--- config.mk ---
export PLATFORM = sky130hd
export DESIGN_NAME = uart_cmd_sequencer
export DESIGN_NICKNAME = d
export VERILOG_FILES = /design/src/rtl/uart_cmd_sequencer.sv
export SDC_FILE = /design/constraint.sdc
export NUM_CORES = 1
export LEC_CHECK = 0
export BUFFER_PORTS_ARGS = -buffer_cell sky130_fd_sc_hd__buf_4
export CORE_MARGIN = 2
export CORE_UTILIZATION = 46
export DETAILED_ROUTE_END_ITERATION = 6
export PLACE_DENSITY = 0.69
export SYNTH_ARGS = -nofsm -noshare
export SYNTH_HDL_FRONTEND = slang
export SYNTH_SLANG_ARGS = --single-unit
export TNS_END_PERCENT = 30
--- constraint.sdc ---
create_clock -name clk_in -period 5.35 [get_ports clk_in]
set_clock_uncertainty 0.05 [all_clocks]
set_input_delay 0.535 -clock clk_in [delete_from_list [all_inputs] [get_ports clk_in]]
set_output_delay 0.535 -clock clk_in [all_outputs]
set_load 0.02 [all_outputs]
--- src/rtl/uart_cmd_sequencer.sv ---
// UART debugger command sequencer: parses W/R/P packets from the receiver,
// issues one memory transaction per packet and streams the response bytes out.
module uart_cmd_sequencer #(
    parameter int ADDR_BYTES     = 2,
    parameter int DATA_BYTES     = 4,
    parameter int TIMEOUT_CYCLES = 1_000_000
) (
    input  logic                      clk_in,
    input  logic                      rst_in,
    input  logic                      rx_valid_in,
    input  logic [7:0]                rx_byte_in,
    output logic                      mem_req_out,
    output logic                      mem_we_out,
    output logic [8*ADDR_BYTES-1:0]   mem_addr_out,
    output logic [8*DATA_BYTES-1:0]   mem_wdata_out,
    input  logic                      mem_ack_in,
    input  logic [8*DATA_BYTES-1:0]   mem_rdata_in,
    output logic                      tx_valid_out,
    output logic [7:0]                tx_byte_out,
    input  logic                      tx_ready_in,
    output logic                      busy_out,
    output logic                      timeout_err_out,
    output logic                      overrun_out
);

    localparam int AW   = 8 * ADDR_BYTES;
    localparam int DW   = 8 * DATA_BYTES;
    localparam int MAXB = (ADDR_BYTES > DATA_BYTES) ? ADDR_BYTES : DATA_BYTES;
    localparam int CW   = $clog2(MAXB + 1);
    localparam int TW   = $clog2(TIMEOUT_CYCLES + 1);

    localparam logic [CW-1:0] ADDR_LAST = CW'(ADDR_BYTES - 1);
    localparam logic [CW-1:0] DATA_LAST = CW'(DATA_BYTES - 1);
    localparam logic [CW-1:0] LEN_ONE   = CW'(1);
    localparam logic [CW-1:0] LEN_DATA  = CW'(DATA_BYTES);
    localparam logic [TW-1:0] TMO_LAST  = TW'(TIMEOUT_CYCLES - 1);

    localparam logic [7:0] OP_WRITE = 8'h57;
    localparam logic [7:0] OP_READ  = 8'h52;
    localparam logic [7:0] OP_PING  = 8'h50;

    // Single-byte responses sit in the MSB lane so the shifter emits them first.
    localparam logic [DW-1:0] RESP_OK  = DW'(8'h4B) << (DW - 8);
    localparam logic [DW-1:0] RESP_BAD = DW'(8'h3F) << (DW - 8);

    typedef enum logic [2:0] {
        S_IDLE,
        S_ADDR,
        S_DATA,
        S_MEM,
        S_RESP
    } state_t;

    state_t          state_q, state_d;
    logic [CW-1:0]   cnt_q, cnt_d;
    logic [CW-1:0]   resp_len_q, resp_len_d;
    logic [TW-1:0]   tmo_q, tmo_d;
    logic            is_wr_q, is_wr_d;
    logic [AW-1:0]   addr_q, addr_d;
    logic [DW-1:0]   wdata_q, wdata_d;
    logic [DW-1:0]   resp_q, resp_d;
    logic            tmo_err_q, tmo_err_d;
    logic            overrun_q, overrun_d;

    always_comb begin
        state_d    = state_q;
        cnt_d      = cnt_q;
        resp_len_d = resp_len_q;
        tmo_d      = tmo_q;
        is_wr_d    = is_wr_q;
        addr_d     = addr_q;
        wdata_d    = wdata_q;
        resp_d     = resp_q;
        tmo_err_d  = 1'b0;
        overrun_d  = overrun_q;

        case (state_q)
            S_IDLE: begin
                if (rx_valid_in) begin
                    cnt_d = '0;
                    tmo_d = '0;
                    if (rx_byte_in == OP_WRITE || rx_byte_in == OP_READ) begin
                        is_wr_d = (rx_byte_in == OP_WRITE);
                        state_d = S_ADDR;
                    end else begin
                        resp_d     = (rx_byte_in == OP_PING) ? RESP_OK : RESP_BAD;
                        resp_len_d = LEN_ONE;
                        state_d    = S_RESP;
                    end
                end
            end
            S_ADDR, S_DATA: begin
                // An arriving byte always wins over an expiring timeout.
                if (rx_valid_in) begin
                    tmo_d = '0;
                    if (state_q == S_ADDR) begin
                        addr_d = (addr_q << 8) | AW'(rx_byte_in);
                        if (cnt_q == ADDR_LAST) begin
                            cnt_d   = '0;
                            state_d = is_wr_q ? S_DATA : S_MEM;
                        end else begin
                            cnt_d = cnt_q + CW'(1);
                        end
                    end else begin
                        wdata_d = (wdata_q << 8) | DW'(rx_byte_in);
                        if (cnt_q == DATA_LAST) begin
                            cnt_d   = '0;
                            state_d = S_MEM;
                        end else begin
                            cnt_d = cnt_q + CW'(1);
                        end
                    end
                end else if (tmo_q == TMO_LAST) begin
                    tmo_d     = '0;
                    cnt_d     = '0;
                    tmo_err_d = 1'b1;
                    state_d   = S_IDLE;
                end else begin
                    tmo_d = tmo_q + TW'(1);
                end
            end
            S_MEM: begin
                if (rx_valid_in) begin
                    overrun_d = 1'b1;
                end
                if (mem_ack_in) begin
                    cnt_d      = '0;
                    resp_d     = is_wr_q ? RESP_OK : mem_rdata_in;
                    resp_len_d = is_wr_q ? LEN_ONE : LEN_DATA;
                    state_d    = S_RESP;
                end
            end
            S_RESP: begin
                if (rx_valid_in) begin
                    overrun_d = 1'b1;
                end
                if (tx_ready_in) begin
                    resp_d = resp_q << 8;
                    if (cnt_q + CW'(1) == resp_len_q) begin
                        cnt_d   = '0;
                        state_d = S_IDLE;
                    end else begin
                        cnt_d = cnt_q + CW'(1);
                    end
                end
            end
            default: state_d = S_IDLE;
        endcase
    end

    always_ff @(posedge clk_in or negedge rst_in) begin
        if (!rst_in) begin
            state_q    <= S_IDLE;
            cnt_q      <= '0;
            resp_len_q <= '0;
            tmo_q      <= '0;
            is_wr_q    <= 1'b0;
            addr_q     <= '0;
            wdata_q    <= '0;
            resp_q     <= '0;
            tmo_err_q  <= 1'b0;
            overrun_q  <= 1'b0;
        end else begin
            state_q    <= state_d;
            cnt_q      <= cnt_d;
            resp_len_q <= resp_len_d;
            tmo_q      <= tmo_d;
            is_wr_q    <= is_wr_d;
            addr_q     <= addr_d;
            wdata_q    <= wdata_d;
            resp_q     <= resp_d;
            tmo_err_q  <= tmo_err_d;
            overrun_q  <= overrun_d;
        end
    end

    assign mem_req_out     = (state_q == S_MEM);
    assign mem_we_out      = (state_q == S_MEM) && is_wr_q;
    assign mem_addr_out    = addr_q;
    assign mem_wdata_out   = wdata_q;
    assign tx_valid_out    = (state_q == S_RESP);
    assign tx_byte_out     = resp_q[DW-1 -: 8];
    assign busy_out        = (state_q != S_IDLE);
    assign timeout_err_out = tmo_err_q;
    assign overrun_out     = overrun_q;

endmodule

==> metrics, run 1 <==
first-pass GRT wire length 18.3 mm; CP Data Required Time 4760 ps; post-synthesis async set-or-reset flop share 100%; Layout area overhead 20.9%; Util after Layout 57.4%; Storage cell area 2780 um2; Yosys cell types 59; Power Density 356 nW/um2; largest net degree at the start of global routing 73; H-tree depth 3; CTS Buf Count 9; Crit Reg-Reg Startpoint state_q[0]$_DFFE_PN0P_; status complete, no violations; initial antenna violation count 0; crit-path max FO 27; clk sinks 111; # hold bufs at CTS 0; worst vdd ir 0.215 mV; die area 12200 um2; global route overflow 0; endpoints failing setup 0; Initial DRT Pass Iterations 5; period utilization 51.3%; CTS resizes 0; number of global-route vias before repair 3670; Worst setup SP type register; initial core utilization 47.5%; IO buf count 106; CP endpoint kind output pin; IO Pins 107; clock-pin slew on the worst setup and hold paths 70 ps; CTS max path bufs 2; max-slew violations 0; Least-Margin Pin Slew 1020 ps; Post-DP HPWL 7.86 mm; Achievable Freq 364 MHz; Net Count, Synth 518; Fin. Hold Viols 0; 1st-iter DRT viols 227; worst reg2reg path endpoint tmo_q[18]$_DFFE_PN0P_; Synth area leaders dfrtp_1 (53%), mux2_2 (11%), nand2_1 (4.3%); row count 38; Crit Path Class register to output pin; Die Y 110 um; slack of the critical path 2610 ps; Seq cells post-synth 111; Slew HR 31.6%; Hold Path Class primary input to asynchronous set/reset pin; Vias 3828; Period minus WS final 2740 ps; # fillers 943; Reg2Reg Depth 6; Setup Slack @ Placement 2620 ps; multi-input logic area 2190 um2; synthesized cell area 5190 um2; post-CTS setup buffers 0; post-route ant nets 0; antenna fix cells 0; post-route setup TNS 0 ps; Worst Path Arrival 2160 ps; Post-synth top flop dfrtp_1; Die X 110 um; Placer Congestion 0.852; Yosys top cell area share 53.5%; gr usage total 19.7%; vias per cell 5.48; WL/cell 16.3 um; DRC 0; fin nets 605; synthesis warning total 0; EDFF count, synth 0; worst skew pair latency 350 ps; sequential-to-total area share from yosys stat 53.5%; clk root buf clkbuf_16; Leak 2.93 nW; FF-to-FF setup slack 2610 ps; CORE AREA 10900 um2; post-synthesis cell count 468; total of max-cap violations 0; RSZ-0062 raised after global routing no; Synth area leader dfrtp_1; CTS tree built; Mean Syn Cell Area 11.1 um2; share of cells above drive strength 1 34.0%; DRT Wirelength 11.4 mm
cell type report:
cell class | instances | share of cell area [%]
Sequential cell | 111 | 44.2
Clock buffer | 10 | 3.65
Timing Repair Buffer | 111 | 13.3
Inverter | 9 | 0.538
Tap cell | 140 | 2.79
Clock inverter | 5 | 0.558
Multi-Input combinational cell | 313 | 34.9
how the worst max path moves through the flow:
stage	start	to	slack, ps	cells after the start
finish	state_q[2]$_DFFE_PN0P_	tx_valid_out	2610	3
CTS	state_q[0]$_DFFE_PN0P_	tmo_q[18]$_DFFE_PN0P_	2610	6
global placement	state_q[0]$_DFFE_PN0P_	tmo_q[18]$_DFFE_PN0P_	2700	6
global route	state_q[0]$_DFFE_PN0P_	tmo_q[18]$_DFFE_PN0P_	2420	6
detailed placement	state_q[0]$_DFFE_PN0P_	tmo_q[18]$_DFFE_PN0P_	2620	6
floorplan	cnt_q[0]$_DFFE_PN0P_	state_q[0]$_DFFE_PN0P_	3310	7
layer usage:
metal / vias to the layer above / track usage (%) / wire, um
met5: - / 0 / 0
met4: 0 / 6.79 / 148
met3: 12 / 4.29 / 441
met2: 86 / 29.7 / 5510
met1: 1866 / 28.1 / 5270
li1: 1864 / - / -
synthesized netlist by cell type (all sizes together) (5+ instances only):
| master | number |
|---|---|
| o21ai | 43 |
| nand3 | 13 |
| ha | 5 |
| nand2 | 60 |
| nor2 | 11 |
| nand2b | 9 |
| a22oi | 17 |
| a21oi | 16 |
| mux2 | 51 |
| and3 | 5 |
| a31oi | 19 |
| inv | 9 |
| nor3 | 5 |
| dfrtp | 111 |
| buf | 31 |
metrics by stage:
step / instances / hold WS [ps] / total power [mW] / instance area, um2
floorplan: 468 / 189 / 1.43 / 5190
global placement: 684 / 412 / 1.62 / 6010
detailed placement: 684 / 421 / 1.64 / 6010
CTS: 699 / 305 / 2.26 / 6280
global route: 699 / 340 / 2.36 / 6280
finish: 699 / 273 / 2.23 / 6280
sequential cells by signal, summed over array words and instances, names as in the netlist:
signal / cells
is_wr_q: 1
mem_wdata_out: 32
timeout_err_out: 1
resp_len_q: 2
state_q: 3
overrun_out: 1
tmo_q: 20
mem_addr_out: 16
resp_q: 32
cnt_q: 3
critical path, stage by stage (launching register included):
cell	delay (ps)
dfrtp_1	670
or3b_1	520
inv_2	390
buf_4	230
cells by family after synthesis:
kind of cell	Yosys count	synth area share, %
DFF	111	53.5
AOI/OAI and AO/OA	119	14.4
xor gates and xnor gates	4	0.675
adders and majority gates	5	1.20
and+or+nand+nor	131	13.6
muxes	54	11.7
buffers and inverters	44	4.89
cell usage in the layout (no fill, tap or decap), types with 3 or more instances in the layout:
cell type	synthesis	layout
dfrtp_1	111	111
buf_4	10	111
nand2_1	60	60
mux2_2	50	50
o21ai_0	31	31
a31oi_1	19	19
a22oi_1	17	17
a21oi_1	15	15
nand3_1	12	12
o21ai_1	12	12
nor2_1	10	10
nand2b_1	9	9
clkbuf_16	0	9
inv_1	8	8
and3_1	5	5
ha_1	5	5
nor3_1	5	4
and2_1	4	4
nand4_1	4	4
a41oi_1	4	4
mux2i_1	3	3
a221oi_1	3	3
o22ai_1	3	3
report_power, final:
part / internal (mW) / switching [mW] / total (mW) / leakage (nW)
Combinational: 0.244 / 0.383 / 0.627 / 1.27
Clock: 0.314 / 0.298 / 0.612 / 0.129
Sequential: 0.916 / 0.0795 / 0.995 / 1.52
Power figures use the tool's default switching activity.
==> inputs of run 2 (changes only) <==
--- a/config.mk
+++ b/config.mk
@@ -5,11 +5,12 @@
 export SDC_FILE = /design/constraint.sdc
 export NUM_CORES = 1
 export LEC_CHECK = 0
+export ABC_AREA = 1
 export BUFFER_PORTS_ARGS = -buffer_cell sky130_fd_sc_hd__buf_4
 export CORE_MARGIN = 2
 export CORE_UTILIZATION = 46
 export DETAILED_ROUTE_END_ITERATION = 6
-export PLACE_DENSITY = 0.69
+export PLACE_DENSITY = 0.71
 export SYNTH_ARGS = -nofsm -noshare
 export SYNTH_HDL_FRONTEND = slang
 export SYNTH_SLANG_ARGS = --single-unit
==> constraint.sdc (replaced) <==
create_clock -name clk_in -period 2.4 [get_ports clk_in]
set_clock_uncertainty 0.05 [all_clocks]
set_input_delay 0.24 -clock clk_in [delete_from_list [all_inputs] [get_ports clk_in]]
set_output_delay 0.24 -clock clk_in [all_outputs]
set_load 0.02 [all_outputs]
==> run 2 against run 1 <==
- the run now ends with design-rule violations left
- die area increased by 5.1%
- global-route usage up 0.78 points
- count of clock-buffer cells in the layout decreased by 1
- wire length rose by 12%
- sequential share of layout area is 2.8 points lower
- register-to-register slack worse by 2200 ps
- final cell count grew 31%
- largest cell class unchanged
==> metrics, run 2 <==
CP max stage cell dfrtp_1; endpoints failing setup 0; slowest stage delay, CP 460 ps; Reg2Reg Depth 8; Net Count, Synth 722; post-synthesis mux area share 1.65%; switching share of power 30.7%; most numerous cell on the critical path buf_4; slack of the critical path 169 ps; largest family of logic cells by synthesized area simple AND/OR/NAND/NOR gates; max-slew violations 0; post-route setup TNS 0 ps; Fin. Hold Viols 0; Crit. path cell count 5; post-CTS setup buffers 0; most common cell after layout, fill and taps aside nand2_1; Util after Layout 58.1%; number of global-route vias before repair 4544; most frequent cells after synthesis nand2_1 (239), dfrtp_1 (111), nand3_1 (73); Die Y 113 um; Die X 113 um; share of cells above drive strength 1 19.8%; Leak 3.62 nW; CORE AREA 11500 um2; # fillers 1067; Synth Area in XOR/XNOR 0.962%; FF-to-FF setup slack 430 ps; vias per cell 5.20; gr usage total 20.4%; Vias 4767; Sequential Power Share 43.8%; Layout area overhead 22.5%; synthesized cell area 5470 um2; Synth area leaders dfrtp_1 (51%), nand2_1 (16%), nand3_1 (6.7%); Synth area leader dfrtp_1; multi-input logic area 2300 um2; Tot Pwr 4.66 mW; critical-path cell list nor2_2 > nand2_2 > inv_1 > buf_4 > buf_4; CTS tree built; CTS Buf Count 9; IO Pins 107; CP endpoint kind output pin; delay-heaviest family, CP buffers and inverters; Worst setup SP type register; Least-Margin Pin Slew 562 ps; CTS resizes 0; RSZ-0062 raised after global routing no; Achievable Freq 448 MHz; Placer Congestion 0.890; most frequent cell after synthesis nand2_1; Initial DRT Pass Iterations 7; Seq cells post-synth 111; most frequent cells in the layout nand2_1 (239), buf_4 (118), dfrtp_1 (111), nand3_1 (73), inv_1 (44); status finished, violations left; EDFF count, synth 0; H-tree depth 3; Critical path destination tx_valid_out; DRC 12; Post-DP HPWL 9.11 mm; CTS max path bufs 2; Post-synth top flop dfrtp_1; Crit Path Class register to output pin; largest net degree at the start of global routing 49; sequential-to-total area share from yosys stat 50.8%; Yosys top cell area share 50.8%; Hold Path Class primary input to register; Setup Slack @ Placement 428 ps; simple-gate share of the synthesized area 31.2%; 1st-iter DRT viols 386; failing checks design-rule violations; Worst Path Arrival 1940 ps; CP Buf/Inv Count 3; Mean Syn Cell Area 8.13 um2; Synth Area in Adders 1.14%; post-synthesis cell count 672; clock power share 35.4%; IO buf count 106; Power Density 696 nW/um2; global route overflow 0; Period minus WS final 2230 ps; crit-path max FO 14; clk root buf clkbuf_16; total of max-cap violations 0; Switching Power 1.43 mW; WL/cell 13.9 um; period utilization 93.0%; clock-pin slew on the worst setup and hold paths 80 ps; CP Data Required Time 2110 ps; post-route ant nets 0; Power Internal 3.23 mW; fin nets 818; Slew HR 62.4%; Storage cell area 2780 um2; Crit Reg-Reg Startpoint state_q[1]$_DFFE_PN0P_; clk sinks 111; worst skew pair latency 360 ps; worst vdd ir 0.427 mV; DRT Wirelength 12.7 mm; Comb pwr share 20.8%; post-synthesis async set-or-reset flop share 100%; first-pass GRT wire length 21.3 mm; die area 12800 um2; Synth Area in Compound Gates 7.19%; worst reg2reg path endpoint resp_q[12]$_DFFE_PN0P_; synthesis warning total 0; Yosys cell types 29; initial core utilization 47.5%; crit path launch state_q[1]$_DFFE_PN0P_; initial antenna violation count 0; antenna fix cells 0; # hold bufs at CTS 1; row count 39
[run 2: changes by cell type after synthesis, moves of 11 or more]
cell and change:
a22o_1 +15, a31oi_1 -19, nand3b_1 +12, nor2_1 +34, nand2_1 +179, clkbuf_1 +11
a22oi_1 -17, inv_1 +36, mux2_2 -46, nand3_1 +61
[run 2: worst min path at each step]
stage | start | end | depth (start not counted)
2_1_floorplan | rst_in | cnt_q[0]$_DFFE_PN0P_ | 0
3_3_place_gp | rst_in | mem_wdata_out[24]$_DFFE_PN0P_ | 1
3_5_place_dp | rst_in | mem_wdata_out[27]$_DFFE_PN0P_ | 1
4_1_cts | rx_valid_in | timeout_err_out$_DFF_PN0_ | 2
5_1_grt | rx_valid_in | timeout_err_out$_DFF_PN0_ | 2
6_report | rx_valid_in | timeout_err_out$_DFF_PN0_ | 2
[run 2: layout make-up]
class / instances / share of cell area [%]
clock buffers: 9 / 3.36
well taps: 143 / 2.67
clock inverters: 7 / 1.55
multi-input cells: 476 / 34.4
repair buffers: 120 / 13.7
inverters: 50 / 2.80
flip-flops and latches: 111 / 41.5
[run 2: layer usage]
metal	track usage (%)	vias to the layer above	wire, um
li1	-	2374	-
met1	28.0	2232	5750
met2	33.5	147	6060
met3	3.00	14	709
met4	7.15	0	174
met5	0	-	0
[run 2: cell families after synthesis]
| group | Yosys count |
|---|---|
| AND/OR/NAND/NOR | 395 |
| buffers and inverters | 85 |
| flip-flops | 111 |
| XOR/XNOR | 6 |
| adder cells (fa/ha/maj) | 5 |
| AO/OA/AOI/OAI | 62 |
| multiplexers | 8 |
[run 2: power groups by stage]
stage | Sequential (mW) | Combinational [mW] | Clock (mW)
floorplan | 2.06 | 0.721 | 0
global route | 2.05 | 1.09 | 1.76
detailed placement | 2.07 | 0.974 | 0
global placement | 2.07 | 0.952 | 0
finish | 2.04 | 0.970 | 1.65
CTS | 2.04 | 0.978 | 1.68
[run 2: per-stage QoR]
| stage | cell area, um2 | hold slack, ps | instances |
|---|---|---|---|
| after floorplan | 5470 | -106 | 672 |
| after global placement | 6350 | 200 | 899 |
| after detailed placement | 6350 | 201 | 899 |
| after CTS | 6690 | 71.0 | 916 |
| after global routing | 6690 | 76.5 | 916 |
| final | 6690 | 77.0 | 916 |
==> inputs of run 3 (changes only) <==
--- a/config.mk
+++ b/config.mk
@@ -9,8 +9,10 @@
 export BUFFER_PORTS_ARGS = -buffer_cell sky130_fd_sc_hd__buf_4
 export CORE_MARGIN = 2
 export CORE_UTILIZATION = 46
+export CTS_CLUSTER_SIZE = 28
 export DETAILED_ROUTE_END_ITERATION = 6
 export PLACE_DENSITY = 0.71
+export REMOVE_ABC_BUFFERS = 1
 export SYNTH_ARGS = -nofsm -noshare
 export SYNTH_HDL_FRONTEND = slang
 export SYNTH_SLANG_ARGS = --single-unit
==> run 3 against run 2 <==
- setup slack gained 31 ps
- register-to-register slack lost 60 ps
- the flow still finishes with violations (design-rule violations)
- wire length grew 2.4%
- design area shrank 0.56%
- first-iteration DRC count grew 2.6%
- power shrank 4.4%
- global-route usage grew 0.28 points
- worst hold slack lost 1.7 ps
- die area is the same
- count of clock-buffer cells in the layout grew 2
- clock power shrank 13%
- sequential cell count is the same
==> metrics, run 3 (synthesis results as in run 2) <==
number of global-route vias before repair 4547; most common cell after layout, fill and taps aside nand2_1; CTS max path bufs 2; first-pass GRT wire length 21.8 mm; CP endpoint kind output pin; global route overflow 0; H-tree depth 3; share of cells above drive strength 1 19.8%; Placed Cells incl. Taps 900; 1st-iter DRT viols 396; post-route setup TNS 0 ps; Layout Cells excl Fill 917; slack of the critical path 200 ps; Die X 113 um; CORE AREA 11500 um2; CTS tree built; multi-input logic area 2300 um2; clk root buf clkbuf_16; initial antenna violation count 0; slowest stage delay, CP 470 ps; IO buf count 106; worst vdd ir 0.468 mV; Leak 3.60 nW; Placer Congestion 0.905; status finished, violations left; largest net degree at the start of global routing 72; Worst Path Arrival 1910 ps; Storage cell area 2780 um2; Fin. Hold Viols 0; Slew HR 59.0%; Initial DRT Pass Iterations 7; clock-pin slew on the worst setup and hold paths 70 ps; RSZ-0062 raised after global routing no; IO Pins 107; CP max stage cell dfrtp_1; Worst setup SP type register; die area 12800 um2; critical-path cell list nor2_2 > nand2_2 > inv_1 > buf_4 > buf_4; CP Data Required Time 2110 ps; max-slew violations 0; Layout area overhead 21.8%; Power Density 669 nW/um2; Vias 4820; row count 39; period utilization 91.7%; initial core utilization 47.5%; Post-DP HPWL 9.19 mm; Crit Path Class register to output pin; antenna fix cells 0; fin nets 819; vias per cell 5.26; most numerous cell on the critical path buf_4; most frequent cells in the layout nand2_1 (239), buf_4 (119), dfrtp_1 (111), nand3_1 (73), inv_1 (44); Setup Slack @ Placement 397 ps; Die Y 113 um; # fillers 1053; clk sinks 111; total of max-cap violations 0; post-CTS setup buffers 0; failing checks design-rule violations; DRT Wirelength 13.0 mm; CTS Buf Count 9; DRC 13; gr usage total 20.7%; endpoints failing setup 0; worst skew pair latency 340 ps; Achievable Freq 455 MHz; WL/cell 14.2 um; crit-path max FO 14; Period minus WS final 2200 ps; post-route ant nets 0; Hold Path Class primary input to register; Least-Margin Pin Slew 613 ps; hold slack 75.3 ps
## run 3: final timing paths
kind                                            endpoint                     startpoint  cells after the start  slack, ps
setup reg to reg                  resp_q[25]$_DFFE_PN0P_         state_q[0]$_DFFE_PN0P_                      8        370
min in group asynchronous   mem_addr_out[11]$_DFFE_PN0P_                         rst_in                      2        360
setup / recovery                            tx_valid_out         state_q[1]$_DFFE_PN0P_                      5        200
max in group asynchronous        overrun_out$_DFFE_PN0P_                         rst_in                      3       1180
hold / removal                 timeout_err_out$_DFF_PN0_                    rx_valid_in                      2         80
hold reg to reg            mem_wdata_out[28]$_DFFE_PN0P_  mem_wdata_out[28]$_DFFE_PN0P_                      2        420
## run 3: critical path, delay by kind of cell, from the launching register on
kind,cells,cell delay [ps]
buffers and inverters,3,760
DFF,1,470
and+or+nand+nor,2,340
## run 3: where the power goes
part           internal (mW)  total (mW)  switching [mW]  leakage [nW]
Clock                  0.741        1.43           0.686         0.132
Combinational          0.335       0.982           0.647          1.93
Sequential              1.96        2.04          0.0833          1.53
Total                   3.04        4.45            1.42          3.60
## run 3: through the flow
| step | cell area, um2 | utilization [%] | total power [mW] |
|---|---|---|---|
| global route | 6660 | 57.8 | 4.69 |
| detailed placement | 6360 | 55.2 | 3.05 |
| CTS | 6660 | 57.8 | 4.48 |
| floorplan | 5270 | - | 2.64 |
| global placement | 6360 | 55.2 | 3.03 |
| finish | 6660 | 57.8 | 4.45 |
## run 3: metal layers
metal,part of all wire (%),GRT usage [%]
met4,1.0,4.72
met1,46,29.8
met5,0,0
met3,7.5,4.55
met2,45,32.5
## run 3: area by class of cell
type	instances	area share (%)
sequential	111	41.7
multi-input combinational	476	34.6
timing repair buffer	121	13.9
clock buffer	11	3.65
inverter	50	2.82
tap	143	2.69
clock inverter	5	0.620
## run 3: repair_timing
| item | in CTS | in global routing |
|---|---|---|
| hold buffers | 1 | 0 |
| hold endpoints to repair | 40 | 0 |
| setup endpoints to repair | 0 | 0 |
| resized for setup | 0 | 0 |
